--- src/rtl/uart_pkg.sv ---
// Shared UART definitions used by the transmit framer and the matching receiver.
//   uart_state_t : framer state encodings (3 bits)
//   PARITY_*     : values accepted by the PARITY_MODE parameter
//   LINE_IDLE    : level of an idle serial line
package uart_pkg;

  typedef enum logic [2:0] {
    IDLE   = 3'd0,
    START  = 3'd1,
    DATA   = 3'd2,
    PARITY = 3'd3,
    STOP   = 3'd4,
    DONE   = 3'd5
  } uart_state_t;

  localparam int unsigned PARITY_NONE = 0;
  localparam int unsigned PARITY_EVEN = 1;
  localparam int unsigned PARITY_ODD  = 2;

  localparam logic LINE_IDLE = 1'b1;

endpackage

--- src/rtl/uart_bit_timer.sv ---
// Bit-period timer: integer clock divider for the serial bit rate.
//   i_clk   : clock, rising edge
//   i_rst   : synchronous active-high reset
//   clear   : hold the count at 0 (used while no frame is in progress)
//   bit_end : high on the last cycle of every CLKS_PER_BIT-cycle bit period
module uart_bit_timer #(
  parameter int unsigned CLKS_PER_BIT = 32
) (
  input  logic i_clk,
  input  logic i_rst,
  input  logic clear,
  output logic bit_end
);

  localparam int unsigned CW = ($clog2(CLKS_PER_BIT) < 1) ? 1 : $clog2(CLKS_PER_BIT);
  localparam logic [CW-1:0] LAST = CW'(CLKS_PER_BIT - 1);

  logic [CW-1:0] cnt;

  always_ff @(posedge i_clk) begin
    if (i_rst || clear) begin
      cnt <= '0;
    end else if (cnt == LAST) begin
      cnt <= '0;
    end else begin
      cnt <= cnt + CW'(1);
    end
  end

  assign bit_end = (cnt == LAST) && !clear;

endmodule

--- src/rtl/uart_tx_framer.sv ---
// UART transmit framer: serialises one byte per valid/ready handshake into
// start, 8 data bits LSB-first, optional parity and 1 or 2 stop bits.
//   i_clk      : clock, rising edge
//   i_rst      : synchronous active-high reset
//   data_in    : byte to send, sampled on the accept cycle only
//   data_valid : source has a byte available
//   tx_ready   : a byte can be accepted this cycle
//   serial_out : registered UART line, idles high
//   tx_busy    : frame in progress (START through STOP)
//   tx_done    : one-cycle pulse after the last stop bit
module uart_tx_framer
  import uart_pkg::*;
#(
  parameter int unsigned CLKS_PER_BIT = 32,
  parameter int unsigned PARITY_MODE  = 0,
  parameter int unsigned STOP_BITS    = 1
) (
  input  logic       i_clk,
  input  logic       i_rst,
  input  logic [7:0] data_in,
  input  logic       data_valid,
  output logic       tx_ready,
  output logic       serial_out,
  output logic       tx_busy,
  output logic       tx_done
);

  generate
    if (PARITY_MODE > 2 || STOP_BITS < 1 || STOP_BITS > 2 ||
        CLKS_PER_BIT < 2 || CLKS_PER_BIT > 256) begin : g_param_check
      $error("uart_tx_framer: illegal parameter value");
    end
  endgenerate

  uart_state_t state, state_next;
  logic [7:0]  shreg, shreg_next;
  logic [2:0]  bit_idx, bit_idx_next;
  logic        stop_idx, stop_idx_next;
  logic        parity_bit, parity_next;
  logic        line_next;
  logic        bit_end;
  logic        accept;

  uart_bit_timer #(
    .CLKS_PER_BIT(CLKS_PER_BIT)
  ) u_bit_timer (
    .i_clk  (i_clk),
    .i_rst  (i_rst),
    .clear  ((state == IDLE) || (state == DONE)),
    .bit_end(bit_end)
  );

  assign tx_ready = (state == IDLE) && !i_rst;
  assign accept   = data_valid && tx_ready;
  assign tx_busy  = state inside {START, DATA, PARITY, STOP};
  assign tx_done  = (state == DONE);

  always_comb begin
    state_next    = state;
    shreg_next    = shreg;
    bit_idx_next  = bit_idx;
    stop_idx_next = stop_idx;
    parity_next   = parity_bit;
    case (state)
      IDLE: begin
        if (accept) begin
          state_next    = START;
          shreg_next    = data_in;
          bit_idx_next  = '0;
          stop_idx_next = 1'b0;
          parity_next   = (PARITY_MODE == PARITY_ODD) ? ~^data_in : ^data_in;
        end
      end
      START: begin
        if (bit_end) state_next = DATA;
      end
      DATA: begin
        if (bit_end) begin
          shreg_next   = {1'b0, shreg[7:1]};
          bit_idx_next = bit_idx + 3'd1;
          if (bit_idx == 3'd7) begin
            state_next = (PARITY_MODE != PARITY_NONE) ? PARITY : STOP;
          end
        end
      end
      PARITY: begin
        if (bit_end) state_next = STOP;
      end
      STOP: begin
        if (bit_end) begin
          if (stop_idx == 1'(STOP_BITS - 1)) state_next = DONE;
          else stop_idx_next = 1'b1;
        end
      end
      DONE:    state_next = IDLE;
      default: state_next = IDLE;
    endcase

    // Line level is derived from the next state so serial_out stays a
    // register yet changes in the same cycle the state does.
    case (state_next)
      START:   line_next = 1'b0;
      DATA:    line_next = shreg_next[0];
      PARITY:  line_next = parity_next;
      default: line_next = LINE_IDLE;
    endcase
  end

  always_ff @(posedge i_clk) begin
    if (i_rst) begin
      state      <= IDLE;
      serial_out <= LINE_IDLE;
      shreg      <= '0;
      bit_idx    <= '0;
      stop_idx   <= 1'b0;
      parity_bit <= 1'b0;
    end else begin
      state      <= state_next;
      serial_out <= line_next;
      shreg      <= shreg_next;
      bit_idx    <= bit_idx_next;
      stop_idx   <= stop_idx_next;
      parity_bit <= parity_next;
    end
  end

endmodule
--- config.mk ---
export PLATFORM = sky130hd
export DESIGN_NAME = uart_tx_framer
export DESIGN_NICKNAME = d
export VERILOG_FILES = /design/src/rtl/uart_pkg.sv /design/src/rtl/uart_bit_timer.sv /design/src/rtl/uart_tx_framer.sv
export SDC_FILE = /design/constraint.sdc
export NUM_CORES = 1
export LEC_CHECK = 0
export CAP_MARGIN = 5
export CORE_MARGIN = 2
export CORE_UTILIZATION = 49
export CTS_CLUSTER_DIAMETER = 40
export CTS_CLUSTER_SIZE = 40
export DETAILED_ROUTE_END_ITERATION = 8
export PLACE_DENSITY = 0.73
export SYNTH_ARGS = -nofsm -noshare
export SYNTH_HDL_FRONTEND = slang
export SYNTH_SLANG_ARGS = --single-unit
--- constraint.sdc ---
create_clock -name i_clk -period 4.05 [get_ports i_clk]
set_input_delay 0.6075 -clock i_clk [delete_from_list [all_inputs] [get_ports i_clk]]
set_output_delay 0.6075 -clock i_clk [all_outputs]
set_load 0.01 [all_outputs]
Yosys cells after proc, flatten, opt, wreduce, memory -nomap -nowiden
Cells that the tools add are included.

operators by class
  multiplexer cells = 21
  eq/ne operators = 13
  reductions and logical operators = 15
  add/sub/neg operators = 2

operator list
  kind                   number
  $mux W3                9
  $mux W8                2
  $pmux W8 S2            1
  $pmux W3 S5            1
  $eq A3 B2 Y1 const B   4
  $eq A3 B3 Y1 const B   3
  $reduce_xor A8 Y1      1
  $eq A3 B1 Y1 const B   2
  $ne A2 B2 Y1 const B   3
  $pmux W3 S2            1
  $reduce_and A3 Y1      2
  $add A5 B1 Y5 const B  1
  $eq A5 B5 Y1 const B   1
  $mux W1                5
  $reduce_bool A2 Y1     2
  $reduce_bool A4 Y1     1
  $add A3 B1 Y3 const B  1
  $logic_and A1 B1 Y1    3
  $logic_not A3 Y1       1
  $pmux W1 S3            1
  $logic_not A1 Y1       2
  $logic_or A1 B1 Y1     2
  $pmux W1 S2            1
  $reduce_or A2 Y1       1

word-level totals
  register bits after elaboration = 22
  word-level logic and storage cells = 59

Depth between registers and ports, before layout
  word-level depth = 8
  depth in mapped cells = 8
  mapped depth without buffers = 7

Modules after synthesis
A second synthesis with hierarchy kept.

unflattened totals
  cell total of the unflattened synthesis = 118
  area total of the unflattened synthesis = 1106.1 um2

modules (own cells, without submodules)
  module          cells an instance  times used  area an instance (um2)  sequential area each (um2)
  uart_tx_framer  99                 1           892.1                   320.3
  uart_bit_timer  19                 1           214.0                   100.1

Worst setup path before layout
No wires, ideal clock.

  path type = register -> register
  start point = register u_bit_timer.cnt[0]
  end point = register serial_out
  arrival time = 2097 ps
  slack = 1819 ps
  library setup time = 134 ps
  data required time = 3916 ps
  stages on the path, launching flop included = 8
  path through = dfxtp_1 -> ha_1 -> and3_1 -> ha_1 -> and4bb_2 -> a32o_2 -> o31a_1 -> or4b_1

on the way
  longest elaborated chain between the ends = 6
  elaborated cells on any way between the ends = 13
  classes of those cells = 4 x eq/ne; 8 x mux; 1 x reduce/logical

RTL lines
  element                                              RTL line               text
  from (decl)                                          uart_bit_timer.sv:18   logic [CW-1:0] cnt;
  from (signal assigned)                               uart_bit_timer.sv:26   cnt <= cnt + CW'(1);
  $eq A5 B5 Y1 *                                       uart_bit_timer.sv:30   assign bit_end = (cnt == LAST) && !clear;
  $logic_and A1 B1 Y1 *                                uart_bit_timer.sv:30
  $mux W3 (on tied branches)                           -
  $pmux W3 S5                                          uart_tx_framer.sv:64   case (state)
  $eq A3 B2 Y1 / $eq A3 B1 Y1 (equally long branches)  uart_tx_framer.sv:101  case (state_next)
  $pmux W1 S3 *                                        uart_tx_framer.sv:101
  to (signal assigned)                                 uart_tx_framer.sv:119  serial_out <= line_next;
  to (decl)                                            uart_tx_framer.sv:23   output logic serial_out,

Every way passes the cells marked *; elsewhere a longest branch is shown, timed or not. The select of a mux whose other input is x is not followed.
A chain may end at the register's enable or synchronous reset.

Worst setup path in the final report
  start point = input i_rst
  end point = output tx_ready

on the way
  longest elaborated chain between the ends = 2

RTL lines
  element              RTL line              text
  from (decl)          uart_tx_framer.sv:19  input logic i_rst,
  $logic_not A1 Y1     uart_tx_framer.sv:53  assign tx_ready = (state == IDLE) && !i_rst;
  $logic_and A1 B1 Y1  uart_tx_framer.sv:53
  to (decl)            uart_tx_framer.sv:22  output logic tx_ready,

Every way passes these cells.

==> flow_metrics.py <==
metrics = {
    "status": {
        "status": "finished clean",
    },
    "sta": {
        "layout_setup_ws_ns": 1.28,
        "fin_setup_tns_ns": 0,
        "fmax_mhz": 361,
        "rsz0062_at_grt": "false",
        "fin_crit_ns": 2.77,
        "finalClockSkew_ns": 0.00149,
        "whs_ns": 0.467,
        "drv_slew": 0,
        "fin_crit_sh_pct": 68.3,
        "hold_violations": 0,
        "setup_viol": 0,
        "worst_pin_slew_ns": 0.563,
        "slew_headroom_pct": 62.1,
    },
    "place": {
        "port_buffers": 14,
        "place_inst": 149,
        "placed_area_um2": 1170,
        "gp_congestion": 0.734,
        "place_ws_ns": 1.28,
        "post-dp-hpwl_um": 1350,
    },
    "synth": {
        "syn-cell-area_um2": 1030,
        "synth.avg_cell_area_um2": 9.01,
        "netlist.area_leader.share_pct": 40.9,
        "ys_async_sr_fraction_pct": 0,
        "synth_common_cells": "dfxtp_1 (21), a21oi_1 (14), nor2_1 (14), nand2_1 (10), xnor2_1 (9)",
        "synth_top_cell_by_area": "dfxtp_1",
        "yosys_warnings": 0,
        "ys_ff_latch": 21,
        "seq_area_frac_synth_pct": 40.9,
        "synthTopCellsByArea": "dfxtp_1 (41%), xnor2_1 (7.7%), a21oi_1 (6.8%), nor2_1 (5.1%), ha_1 (4.9%)",
        "yosysUniqueCellTypes": 32,
        "syn_nets": 129,
        "synthFlopType": "dfxtp_1",
        "yosysMostFrequentCell": "dfxtp_1",
        "synth_edf_count": 0,
        "synth_cells": 114,
    },
    "cells_and_area": {
        "drive_gt1_share_pct": 8.73,
        "finalCoreUtilization_pct": 61.0,
        "num-nets-final": 142,
        "fin_area_um2": 1200,
        "final_cell_count_no_fill": 153,
        "antenna_cells": 0,
        "area_delta_synth_final_pct": 16.6,
    },
    "routing": {
        "finalWirelength_um": 1810,
        "dr.pass1.iters": 4,
        "dr_total_vias": 809,
        "drt_iter0_markers": 17,
        "drc": 0,
        "wl_per_cell_um": 11.8,
        "viasPerCell": 5.29,
        "ant_nets": 0,
    },
    "floorplanning": {
        "design.core.area_um2": 1960,
        "rows": 16,
        "dieArea_um2": 2480,
        "io_pins": 15,
        "die_h_um": 49.8,
        "fp.dieW_um": 49.8,
        "start_util_pct": 52.4,
    },
    "global_routing": {
        "grt-ovfl-total": 0,
        "antenna_found_initial": 0,
        "grt_usage_pct": 15.8,
        "grt_pass1_wl_um": 3090,
        "first_global_vias": 717,
        "grt_max_degree": 19,
    },
    "power": {
        "pwr-share-comb_pct": 14.9,
        "power_per_cell_area_nw_per_um2": 312,
        "power_leakage_nw": 0.442,
        "switching_share_pct": 24.9,
        "p_int_mw": 0.280,
        "ir_drop_mv": 0.308,
        "p_seq_share_pct": 58.4,
        "finalPower_mw": 0.373,
        "clockPowerShare_pct": 26.7,
        "p_sw_mw": 0.0929,
    },
    "clock_tree": {
        "cts_tree": "built",
        "htree_num_levels": 1,
        "clk_path_buf_depth": 2,
        "insertion_delay_ns": 0.29,
        "ctsResizeCount": 0,
        "cts_buffers": 3,
        "ctsHoldBuffers": 0,
        "ctsRootBufferMaster": "clkbuf_4",
        "clk_pin_slew_ns": 0.12,
        "cts_sinks": 21,
        "cts_setup_buffers": 0,
    },
    "critical_path": {
        "crit_required_ns": 3.44,
        "arrival_ns": 2.16,
        "cp-start-kind": "input port",
        "critPathMaxFanout": 18,
        "critPathCaptureType": "primary output",
        "path_class": "input port to primary output",
    },
    "min_path": {
        "hold_path.class": "flip-flop to flip-flop",
    },
    "run": {
        "drv_cap": 0,
    },
}
path summary, 6_finish.rpt:
check / startpoint / cells past startpoint / slack [ns] / to
worst min register to register: u_bit_timer.cnt[0]$_SDFF_PP0_ / 1 / 0.47 / u_bit_timer.cnt[0]$_SDFF_PP0_
worst max-delay path: i_rst / 4 / 1.28 / tx_ready
worst max register to register: u_bit_timer.cnt[0]$_SDFF_PP0_ / 7 / 1.56 / serial_out$_SDFF_PP1_
worst min-delay path: u_bit_timer.cnt[0]$_SDFF_PP0_ / 1 / 0.47 / u_bit_timer.cnt[0]$_SDFF_PP0_
critical path, stage by stage:
cell and delay (ns):
clkdlybuf4s50_1 0.39, buf_4 0.20, nor4_4 0.33, clkdlybuf4s50_1 0.62
power groups by stage:
| stage | combinational [mW] | sequential, mW | clock, mW |
|---|---|---|---|
| final | 0.0557 | 0.218 | 0.0996 |
| after global routing | 0.0614 | 0.219 | 0.112 |
| after CTS | 0.0562 | 0.218 | 0.102 |
| after detailed placement | 0.0560 | 0.223 | 0 |
| after global placement | 0.0549 | 0.222 | 0 |
| after floorplan | 0.0363 | 0.220 | 0 |
cells by family after synthesis:
logic type | after synthesis | share of synthesized area (%)
adders and majority gates | 4 | 4.87
AOI/OAI and AO/OA | 27 | 16.8
DFF | 21 | 40.9
xor gates and xnor gates | 11 | 9.38
buffers and inverters | 10 | 4.87
and+or+nand+nor | 41 | 23.1
metal layers:
| layer | wire length, um | global-route usage [%] |
|---|---|---|
| met1 | 894 | 21.0 |
| met2 | 848 | 27.1 |
| met3 | 49 | 1.82 |
| met4 | 14 | 4.17 |
| met5 | 0 | 0 |
cell type report:
cell class | instances | area [um2]
Timing Repair Buffer | 15 | 148
Clock buffer | 3 | 22.5
Multi-Input combinational cell | 83 | 557
Sequential cell | 21 | 420
Inverter | 3 | 11.3
Fill cell | 204 | 764
Tap cell | 27 | 33.8
Clock inverter | 1 | 5.00
sequential cells by signal, indices dropped and copies added, names as in the netlist:
signal,flops
state,3
shreg,8
u_bit_timer.cnt,5
parity_bit,1
bit_idx,3
serial_out,1
placed cells by master, fill, tap and decap left out, types with 2 or more instances in the layout:
cell type,netlist,routed
dfxtp_1,21,21
nor2_1,14,14
a21oi_1,14,14
clkdlybuf4s50_1,0,14
nand2_1,10,10
xnor2_1,9,9
a22oi_1,6,6
nand3_1,4,4
ha_1,4,4
inv_1,3,3
clkbuf_4,0,3
xor2_1,2,2
o21ai_0,2,2
a211oi_1,2,2
Note: power is estimated with default switching activity, not from simulation.
